[config.mk]
export PLATFORM = sky130hd
export DESIGN_NAME = vpu_bias_sched
export DESIGN_NICKNAME = d
export VERILOG_FILES = /design/src/rtl/vpu_pkg.sv /design/src/rtl/vpu_skew_line.sv /design/src/rtl/vpu_bias_sched.sv
export SDC_FILE = /design/constraint.sdc
export NUM_CORES = 2
export LEC_CHECK = 0
export ABC_AREA = 1
export BUFFER_PORTS_ARGS = -buffer_cell sky130_fd_sc_hd__buf_2
export CAP_MARGIN = 10
export CORE_UTILIZATION = 58
export DETAILED_ROUTE_END_ITERATION = 12
export PLACE_DENSITY = 0.83
export SLEW_MARGIN = 20
export SYNTH_ARGS = -nofsm -noshare
export SYNTH_HDL_FRONTEND = slang
export SYNTH_MEMORY_MAX_BITS = 65536
export SYNTH_SLANG_ARGS = --single-unit
[constraint.sdc]
create_clock -name clk -period 3.5 [get_ports clk]
set_input_delay 0.35 -clock clk [delete_from_list [all_inputs] [get_ports clk]]
set_output_delay 0.35 -clock clk [all_outputs]
set_load 0.01 [all_outputs]
[src/rtl/vpu_pkg.sv]
// Shared types and constants for the VPU bias scheduler.
package vpu_pkg;

    // Bias-path sequencer states.
    typedef enum logic [2:0] {
        IDLE  = 3'd0,
        WAIT  = 3'd1,
        ISSUE = 3'd2,
        DRAIN = 3'd3,
        DONE  = 3'd4
    } vpu_sched_state_e;

    // Bit of the VPU mode word that enables the bias add (0 = bypass, zero bias).
    localparam int VPU_MODE_BIAS_EN_BIT = 0;

    // Cycles between a bias buffer read strobe and its row data.
    localparam int BIAS_RD_LATENCY = 1;

endpackage

[src/rtl/vpu_skew_line.sv]
// Registered data+valid delay line; one instance per lane sets that lane's skew.
module vpu_skew_line #(
    parameter int DEPTH      = 1,
    parameter int DATA_WIDTH = 32
) (
    input  logic                  clk,
    input  logic                  rst,
    input  logic [DATA_WIDTH-1:0] data_i,
    input  logic                  valid_i,
    output logic [DATA_WIDTH-1:0] data_o,
    output logic                  valid_o,
    output logic                  any_valid_o
);

    logic [DATA_WIDTH-1:0] data_q [DEPTH];
    logic [DEPTH-1:0]      valid_q;

    // Shift data and valid one stage per cycle; stage 0 captures the input.
    always_ff @(posedge clk) begin
        if (!rst) begin
            for (int k = 0; k < DEPTH; k++) begin
                data_q[k] <= '0;
            end
            valid_q <= '0;
        end else begin
            data_q[0]  <= data_i;
            valid_q[0] <= valid_i;
            for (int k = 1; k < DEPTH; k++) begin
                data_q[k]  <= data_q[k-1];
                valid_q[k] <= valid_q[k-1];
            end
        end
    end

    assign data_o      = data_q[DEPTH-1];
    assign valid_o     = valid_q[DEPTH-1];
    // Any token still in flight anywhere in the line (used to hold off completion).
    assign any_valid_o = |valid_q;

endmodule

[src/rtl/vpu_bias_sched.sv]
// Bias (C-matrix) sequencer for one D = E + C tile: reads one bias row per
// cycle, skews it across lanes to meet the systolic psums, counts completed
// output rows and flags psums that arrive without bias.
module vpu_bias_sched
    import vpu_pkg::*;
#(
    parameter int VPU_WIDTH  = 16,
    parameter int DATA_WIDTH = 32,
    parameter int ADDR_WIDTH = 8,
    parameter int ROWS_WIDTH = 8
) (
    input  logic                            clk,
    input  logic                            rst,
    input  logic                            cmd_valid,
    output logic                            cmd_ready,
    input  logic [ADDR_WIDTH-1:0]           cmd_base_addr,
    input  logic [ROWS_WIDTH-1:0]           cmd_rows,
    input  logic [ROWS_WIDTH-1:0]           cmd_start_delay,
    input  logic [2:0]                      cmd_mode,
    output logic                            bias_rd_en,
    output logic [ADDR_WIDTH-1:0]           bias_rd_addr,
    input  logic [DATA_WIDTH*VPU_WIDTH-1:0] bias_rd_data,
    output logic [2:0]                      vpu_mode,
    output logic [DATA_WIDTH*VPU_WIDTH-1:0] vpu_bias_data_out,
    output logic [VPU_WIDTH-1:0]            vpu_bias_valid_out,
    input  logic [VPU_WIDTH-1:0]            vpu_sys_valid_in,
    input  logic                            vpu_valid_in,
    output logic                            busy,
    output logic                            done,
    output logic                            err_misalign
);

    vpu_sched_state_e       state_q, state_d;
    logic [ADDR_WIDTH-1:0]  base_q, base_d;
    logic [ROWS_WIDTH-1:0]  rows_q, rows_d;
    logic [ROWS_WIDTH-1:0]  delay_q, delay_d;
    logic [ROWS_WIDTH-1:0]  issue_q, issue_d;
    logic [ROWS_WIDTH-1:0]  comp_q, comp_d;
    logic [2:0]             mode_q, mode_d;
    logic                   err_q, err_d;
    logic [BIAS_RD_LATENCY-1:0] tok_q;

    logic                   cmd_ready_q, busy_q, done_q, rd_en_q;
    logic [ADDR_WIDTH-1:0]  rd_addr_q;
    logic [2:0]             vpu_mode_q;

    logic                   accept_s;
    logic                   issue_s;
    logic                   tok_s;
    logic                   bias_en_s;
    logic [VPU_WIDTH-1:0]   lane_busy_s;
    logic                   pipe_busy_s;

    assign issue_s     = (state_q == ISSUE);
    // Row token emerges alongside the buffer data it stands for.
    assign tok_s       = tok_q[BIAS_RD_LATENCY-1];
    assign bias_en_s   = mode_q[VPU_MODE_BIAS_EN_BIT];
    assign pipe_busy_s = (|tok_q) | (|lane_busy_s);

    // Next-state, command latching, completion counting and misalignment detection.
    always_comb begin
        state_d  = state_q;
        base_d   = base_q;
        rows_d   = rows_q;
        delay_d  = delay_q;
        issue_d  = issue_q;
        comp_d   = comp_q;
        mode_d   = mode_q;
        err_d    = err_q;
        accept_s = 1'b0;

        case (state_q)
            IDLE: begin
                if (cmd_valid) begin
                    accept_s = 1'b1;
                    base_d   = cmd_base_addr;
                    rows_d   = cmd_rows;
                    delay_d  = cmd_start_delay;
                    mode_d   = cmd_mode;
                    issue_d  = '0;
                    if (cmd_rows == '0) begin
                        state_d = DONE;
                    end else if (cmd_start_delay == '0) begin
                        state_d = ISSUE;
                    end else begin
                        state_d = WAIT;
                    end
                end else begin
                    state_d = IDLE;
                end
            end
            WAIT: begin
                // Entered with delay_q == D; leaves after exactly D cycles.
                if (delay_q <= ROWS_WIDTH'(1)) begin
                    state_d = ISSUE;
                end else begin
                    delay_d = delay_q - ROWS_WIDTH'(1);
                end
            end
            ISSUE: begin
                issue_d = issue_q + ROWS_WIDTH'(1);
                if (issue_q == rows_q - ROWS_WIDTH'(1)) begin
                    state_d = DRAIN;
                end else begin
                    state_d = ISSUE;
                end
            end
            DRAIN: begin
                if ((comp_q == rows_q) && !pipe_busy_s) begin
                    state_d = DONE;
                end else begin
                    state_d = DRAIN;
                end
            end
            DONE: begin
                state_d = IDLE;
            end
            default: begin
                state_d = IDLE;
            end
        endcase

        // Completed output rows, saturating at the tile height.
        if (accept_s) begin
            comp_d = '0;
        end else if ((state_q != IDLE) && vpu_valid_in && (comp_q != rows_q)) begin
            comp_d = comp_q + ROWS_WIDTH'(1);
        end else begin
            comp_d = comp_q;
        end

        // A psum with no bias beside it is a sticky, non-blocking error.
        if (accept_s) begin
            err_d = 1'b0;
        end else if ((state_q != IDLE) && (|(vpu_sys_valid_in & ~vpu_bias_valid_out))) begin
            err_d = 1'b1;
        end else begin
            err_d = err_q;
        end
    end

    // FSM state, latched command and counters.
    always_ff @(posedge clk) begin
        if (!rst) begin
            state_q <= IDLE;
            base_q  <= '0;
            rows_q  <= '0;
            delay_q <= '0;
            issue_q <= '0;
            comp_q  <= '0;
            mode_q  <= 3'b000;
            err_q   <= 1'b0;
        end else begin
            state_q <= state_d;
            base_q  <= base_d;
            rows_q  <= rows_d;
            delay_q <= delay_d;
            issue_q <= issue_d;
            comp_q  <= comp_d;
            mode_q  <= mode_d;
            err_q   <= err_d;
        end
    end

    // Row token delayed by the buffer read latency (bypass tiles still generate it).
    always_ff @(posedge clk) begin
        if (!rst) begin
            tok_q <= '0;
        end else begin
            tok_q[0] <= issue_s;
            for (int k = 1; k < BIAS_RD_LATENCY; k++) begin
                tok_q[k] <= tok_q[k-1];
            end
        end
    end

    // Registered control outputs, decoded from the upcoming state.
    always_ff @(posedge clk) begin
        if (!rst) begin
            cmd_ready_q <= 1'b1;
            busy_q      <= 1'b0;
            done_q      <= 1'b0;
            rd_en_q     <= 1'b0;
            rd_addr_q   <= '0;
            vpu_mode_q  <= 3'b000;
        end else begin
            cmd_ready_q <= (state_d == IDLE);
            busy_q      <= (state_d != IDLE);
            done_q      <= (state_d == DONE);
            rd_en_q     <= (state_d == ISSUE) && mode_d[VPU_MODE_BIAS_EN_BIT];
            rd_addr_q   <= (state_d == ISSUE) ? (base_d + ADDR_WIDTH'(issue_d)) : '0;
            vpu_mode_q  <= (state_d != IDLE) ? mode_d : 3'b000;
        end
    end

    assign cmd_ready    = cmd_ready_q;
    assign busy         = busy_q;
    assign done         = done_q;
    assign bias_rd_en   = rd_en_q;
    assign bias_rd_addr = rd_addr_q;
    assign vpu_mode     = vpu_mode_q;
    assign err_misalign = err_q;

    // Lane j: one register stage for the buffer output plus j stages of skew.
    for (genvar j = 0; j < VPU_WIDTH; j++) begin : g_lane
        logic [DATA_WIDTH-1:0] lane_data_s;

        assign lane_data_s = (tok_s && bias_en_s) ? bias_rd_data[j*DATA_WIDTH +: DATA_WIDTH]
                                                  : '0;

        vpu_skew_line #(
            .DEPTH      (j + 1),
            .DATA_WIDTH (DATA_WIDTH)
        ) u_skew (
            .clk         (clk),
            .rst         (rst),
            .data_i      (lane_data_s),
            .valid_i     (tok_s),
            .data_o      (vpu_bias_data_out[j*DATA_WIDTH +: DATA_WIDTH]),
            .valid_o     (vpu_bias_valid_out[j]),
            .any_valid_o (lane_busy_s[j])
        );
    end

endmodule

==> Word-level counts from Yosys, hierarchy flattened <==
Memories as Yosys holds them, arrays and structs flattened.
Index checks and enable logic that the tools add are counted.
W data, S select, Z words.
{ "totals": {"regBits": 199, "mem_bits_rw": 4352, "output_inout_bits": 544, "elab_cells": 397, "memories": 16} }
{ "classes": {"addsub": 5, "order_cmp": 1, "eq_ne": 10, "muxes": 173, "bitwise_logic": 139, "n_reduce_logical": 22} }
{ "mem_list": {"columns": ["name", "words", "width", "rd", "rd_ports_with_merged_regs", "write_ports", "line", "rtl"], "rows": [
  ["g_lane[15].u_skew.data_q", 16, 32, 16, 0, 16, "vpu_skew_line.sv:15", "logic [DATA_WIDTH-1:0] data_q [DEPTH];"],
  ["g_lane[14].u_skew.data_q", 15, 32, 15, 0, 15, "vpu_skew_line.sv:15", null],
  ["g_lane[13].u_skew.data_q", 14, 32, 14, 0, 14, "vpu_skew_line.sv:15", null],
  ["g_lane[12].u_skew.data_q", 13, 32, 13, 0, 13, "vpu_skew_line.sv:15", null],
  ["g_lane[11].u_skew.data_q", 12, 32, 12, 0, 12, "vpu_skew_line.sv:15", null],
  ["g_lane[10].u_skew.data_q", 11, 32, 11, 0, 11, "vpu_skew_line.sv:15", null],
  ["10 more memories", null, null, null, null, null, null, null]
]} }
{ "ops": {"columns": ["op", "n"], "rows": [
  ["$mux W32", 152],
  ["$or A1 B1 Y1", 136],
  ["$reduce_or A136 Y1", 1],
  ["$mux W8", 5],
  ["$pmux W8 S2", 2],
  ["$reduce_or A32 Y1", 1],
  ["$mux W3", 6],
  ["$add A8 B1 Y8 const B", 2],
  ["$and A16 B16 Y16", 1],
  ["$eq A8 B8 Y1", 2],
  ["$logic_not A8 Y1", 2],
  ["$not A16 Y16", 1],
  ["$reduce_or A16 Y1", 1],
  ["$sub A8 B1 Y8 const B", 2],
  ["$pmux W3 S4", 1],
  ["$eq A3 B2 Y1 const B", 3],
  ["$add A8 B8 Y8", 1],
  ["$le A8 B1 Y1 const B", 1],
  ["$ne A8 B8 Y1", 1],
  ["$logic_and A1 B1 Y1", 6],
  ["$logic_not A3 Y1", 2],
  ["$mux W1", 6],
  ["$reduce_and A2 Y1", 3],
  ["$reduce_bool A3 Y1", 2],
  ["other kinds (9)", 10]
]} }

==> Longest topological paths before layout <==
{ "logic_depth": {"ltp_word": 8, "ltp_mapped": 15} }

==> Cells and area by module <==
From an unflattened synthesis, not the netlist that was laid out.
{ "unflattened": {"hier_cells": 16059, "area_unflattened_um2": 138960.8} }
{ "modules_own_cells": {"columns": ["module", "n_inst", "cells_each", "area_each_um2"], "rows": [
  ["vpu_skew_line (g_lane[15].u_skew)", 1, 1690, 15487.4],
  ["vpu_skew_line (g_lane[14].u_skew)", 1, 1555, 14272.4],
  ["vpu_skew_line (g_lane[13].u_skew)", 1, 1482, 13294.0],
  ["vpu_skew_line (g_lane[12].u_skew)", 1, 1348, 12386.9],
  ["vpu_skew_line (g_lane[11].u_skew)", 1, 1275, 11629.9],
  ["vpu_skew_line (g_lane[10].u_skew)", 1, 1140, 10256.1],
  ["vpu_skew_line (g_lane[9].u_skew)", 1, 1036, 9516.6],
  ["vpu_skew_line (g_lane[8].u_skew)", 1, 963, 8772.2],
  ["vpu_skew_line (g_lane[7].u_skew)", 1, 868, 7901.3],
  ["vpu_bias_sched", 1, 1637, 7738.7],
  ["vpu_skew_line (g_lane[6].u_skew)", 1, 763, 6905.4],
  ["vpu_skew_line (g_lane[5].u_skew)", 1, 652, 5899.4],
  ["vpu_skew_line (g_lane[4].u_skew)", 1, 549, 4968.5],
  ["vpu_skew_line (g_lane[3].u_skew)", 1, 414, 3776.1],
  ["3 more rows", null, null, null]
]} }

==> Least setup slack after synthesis <==
OpenSTA, ideal clock, no wires.
{ "synth_timing": {"path_type": "reg2reg", "startpoint": "register state_q[0]", "endpoint": "register rd_addr_q[6], in the netlist bias_rd_addr[6]", "setup_ps": 120, "t_arrival_ps": 2355, "required_ps": 3380, "slack_ps": 1026, "stages_incl_launch_ff": 16, "path_buffers": 2, "path_cell_list": "dfxtp_1 nor2_2 nand2_2 nor2_4 buf_2 buf_2 a21oi_1 ha_1 fa_1 nand3_1 nand2_1 nand2_1 nand2_1 a21oi_1 or2_2 a21oi_1"} }
{ "synth_lines": {"columns": ["item", "line", "rtl"], "rows": [
  ["start: declaration", "vpu_bias_sched.sv:33", "vpu_sched_state_e state_q, state_d;"],
  ["start signal: assignment", "vpu_bias_sched.sv:154", "state_q <= state_d;"],
  ["$logic_not A3 Y1", "vpu_bias_sched.sv:72", "case (state_q)"],
  ["$mux W8", "vpu_bias_sched.sv:72", null],
  ["net base_d[0]", "vpu_bias_sched.sv:34", "logic [ADDR_WIDTH-1:0] base_q, base_d;"],
  ["$add A8 B8 Y8", "vpu_bias_sched.sv:191", "rd_addr_q <= (state_d == ISSUE) ? (base_d + ADDR_WIDTH'(issue_d)) : '0;"],
  ["end signal: assignment", "vpu_bias_sched.sv:191", null],
  ["end: declaration", "vpu_bias_sched.sv:44", "logic [ADDR_WIDTH-1:0] rd_addr_q;"]
]} }
The timed path passes the listed nets, and every way through them passes these cells.
A chain may end at the register's enable or synchronous reset.

==> Worst setup path after layout <==
Same ends and word-level chain as after synthesis.

==> qor.yml <==
grt_max_degree: 262
ys_seq_area_frac: 0.688
hold_start: "bias_rd_data[167]"
reg2reg_to: "bias_rd_addr[6]"
final_cell_mix: "4456 x inv_1, 4431 x dfxtp_1, 3976 x nand2_1"
cts-resized-gates: 0
synthArstFlopShare: 0
max-cap-violations: 0
routedWlPerCell_um: 16.8
place.gp.congestion: 0.886
grt_pass1_wl_um: 482000
antenna_found_initial: 54
clk_pin_slew_ps: 70
synth_edf_count: 0
synth_area_sq_mm: 0.129
worstMarginPinSlew_ps: 1190
cp.arrival_ps: 3430
ios: 1103
synthCells: 14578
first_global_vias: 86832
area.growth.synth_to_final_pct: 18.9
crit_type: "reg -> reg"
final_nets: 16356
crit_required_ps: 4310
first_pass_iters: 9
post-place-ws_ps: 950
slew_headroom: 0.206
mappedNetlistNets: 15150
rsz0062_at_grt: "false"
hold_viol: 0
whs_path_depth: 4
drv_slew: 0
viasPerCell: 4.49
grt_use_total: 0.280
port_buffers: 1102
min_to: "g_lane[5].u_skew.data_q[0][7]"
ys_types: 42
r2r_start: "state_q[0]"
setup_ws_ps: 882
dpl.hpwl_um: 162000
cp-end-kind: "flop"
timing.fmax_mhz: 382
layout.cells.most_common: "inv_1"
start_util: 0.585
wl_um: 321000
p_leak_uw: 0.0964
drive_gt1_frac: 0.114
clockBufferDepth: 4
postRouteAntennaNets: 1
layout_min_cycle_time_ps: 2620
ys.warnings.count: 0
setup_viol: 0
startpoint_type: "flop"
die_area_sq_mm: 0.224
die_h_um: 474
gr-total-overflow: 0
core-area_sq_mm: 0.220
clock-sinks: 4431
worst_ir_drop_vdd_mv: 0.619
cts_buffers: 420
setup_tns_ps: 0
grt_use_met3: 0.0747
finClkSkew_ps: 95.3
syn_area_per_cell_sq_um: 8.85
outcome: "finished with violations"
synth_flop_cell: "dfxtp_1"
cts-root-buf: "clkbuf_16"
path_max_fanout: 10
grt_busiest_layer: "met2"
rrSetupSlack_ps: 880
num_rows: 172
worstHoldPathType: "in -> reg"
pwr_density_cell_mw_per_mm2: 649
drc: 0
use_met1: 0.318
use_met2: 0.457
cts_tree: "yes"
ys_ff_latch: 4431
fin_crit_sh: 0.748
dieWidth_um: 474
htreeDepth: 5
first_iter_violations: 7484
vias: 85780
reg2reg_depth: 15
violations: "antenna violations"
worstSkewPairLatency_ps: 990
[how the worst max path moves through the flow]
stage          slack [ps]         endpoint  startpoint  cells after the start
6_report              880  bias_rd_addr[6]  state_q[0]                     15
5_1_grt               600  bias_rd_addr[6]  issue_q[0]                     15
4_1_cts               920  bias_rd_addr[6]  state_q[2]                     15
3_5_place_dp          950  bias_rd_addr[6]  state_q[2]                     15
3_3_place_gp          940  bias_rd_addr[6]  state_q[2]                     15
2_1_floorplan        1030  bias_rd_addr[6]  state_q[0]                     15
[what timing repair did]
item / CTS / global route
hold buffers: 548 / 0
setup buffers: 0 / 0
setup endpoints to repair: 0 / 0
hold endpoints to repair: 612 / 0
[layer usage]
| metal | vias up | routed length (um) |
|---|---|---|
| met4 | 42 | 24900 |
| met3 | 1407 | 30100 |
| met1 | 38792 | 118000 |
| met5 | - | 362 |
| met2 | 4071 | 148000 |
| li1 | 41468 | - |
[kinds of logic (layout without fill, tap and decap cells)]
logic type	Yosys count	in the layout	share of synthesized area
AO/OA/AOI/OAI	100	100	0.00446
XOR/XNOR	11	11	0.000853
adder cells (fa/ha/maj)	13	13	0.00132
buffers and inverters	5387	6908	0.169
flip-flops	4431	4431	0.688
multiplexers	3	3	0.000233
other	0	37	0
AND/OR/NAND/NOR	4633	4633	0.136
[sequential cells by signal, summed over array words and instances (netlist names), 8 cells and up]
register / cells
g_lane.u_skew.valid_q: 16
delay_q: 8
bias_rd_addr: 8
comp_q: 8
g_lane.u_skew.data_q: 4352
issue_q: 8
rows_q: 8
base_q: 8
[worst max-delay path, stage by stage (launching register included)]
cell	delay, ps
dfxtp_1	340
nor2_2	180
nand2_2	100
nor2_4	240
buf_4	230
or2_2	120
inv_1	40
a21oi_1	170
ha_1	320
a21oi_1	190
nand2_1	70
nand2_1	80
nand2_1	60
a21oi_1	170
or2_2	130
a21oi_1	50
[power breakdown]
| part | total [uW] | internal, uW | switching [uW] |
|---|---|---|---|
| combinational | 2980 | 1150 | 1830 |
| clock | 45900 | 26700 | 19200 |
| sequential | 50700 | 50600 | 112 |
| total | 99500 | 78400 | 21100 |
[cells in the mapped netlist (all sizes together) (4+ instances only)]
cell type  count  area (sq um)
a211oi         9          67.6
a21oi         54           297
buf          440          3290
clkbuf       486          1820
dfxtp       4431         88700
ha            12           150
inv         4461         16700
nand2       3981         15000
nand3         31           160
nand4          4          40.0
nor2         586          2220
nor3          12          60.1
o21ai         26           134
o22ai          5          31.3
or2           14          87.6
xnor2          7          61.3
[cell type report]
type                            count  area (sq um)
Antenna cell                       37          92.6
Clock buffer                      604         12100
Clock inverter                    133          1770
Fill cell                       14023         67000
Inverter                         4461         16700
Multi-Input combinational cell   4760         18500
Sequential cell                  4431         88700
Tap cell                         2958          3700
Timing Repair Buffer             1710         11700
[through the flow]
step / area (sq um) / total power, uW / std cells / hold WS, ps / utilization
after global placement: 134000 / 54100 / 17771 / 391 / 0.607
after global routing: 153000 / 102000 / 19077 / 98.3 / 0.696
after floorplan: 129000 / 53300 / 14578 / 390 / -
after CTS: 153000 / 99300 / 19056 / 38.6 / 0.695
final: 153000 / 99500 / 19094 / 121 / 0.696
after detailed placement: 134000 / 54100 / 17771 / 395 / 0.607
Note: power is estimated with default switching activity, not from simulation.
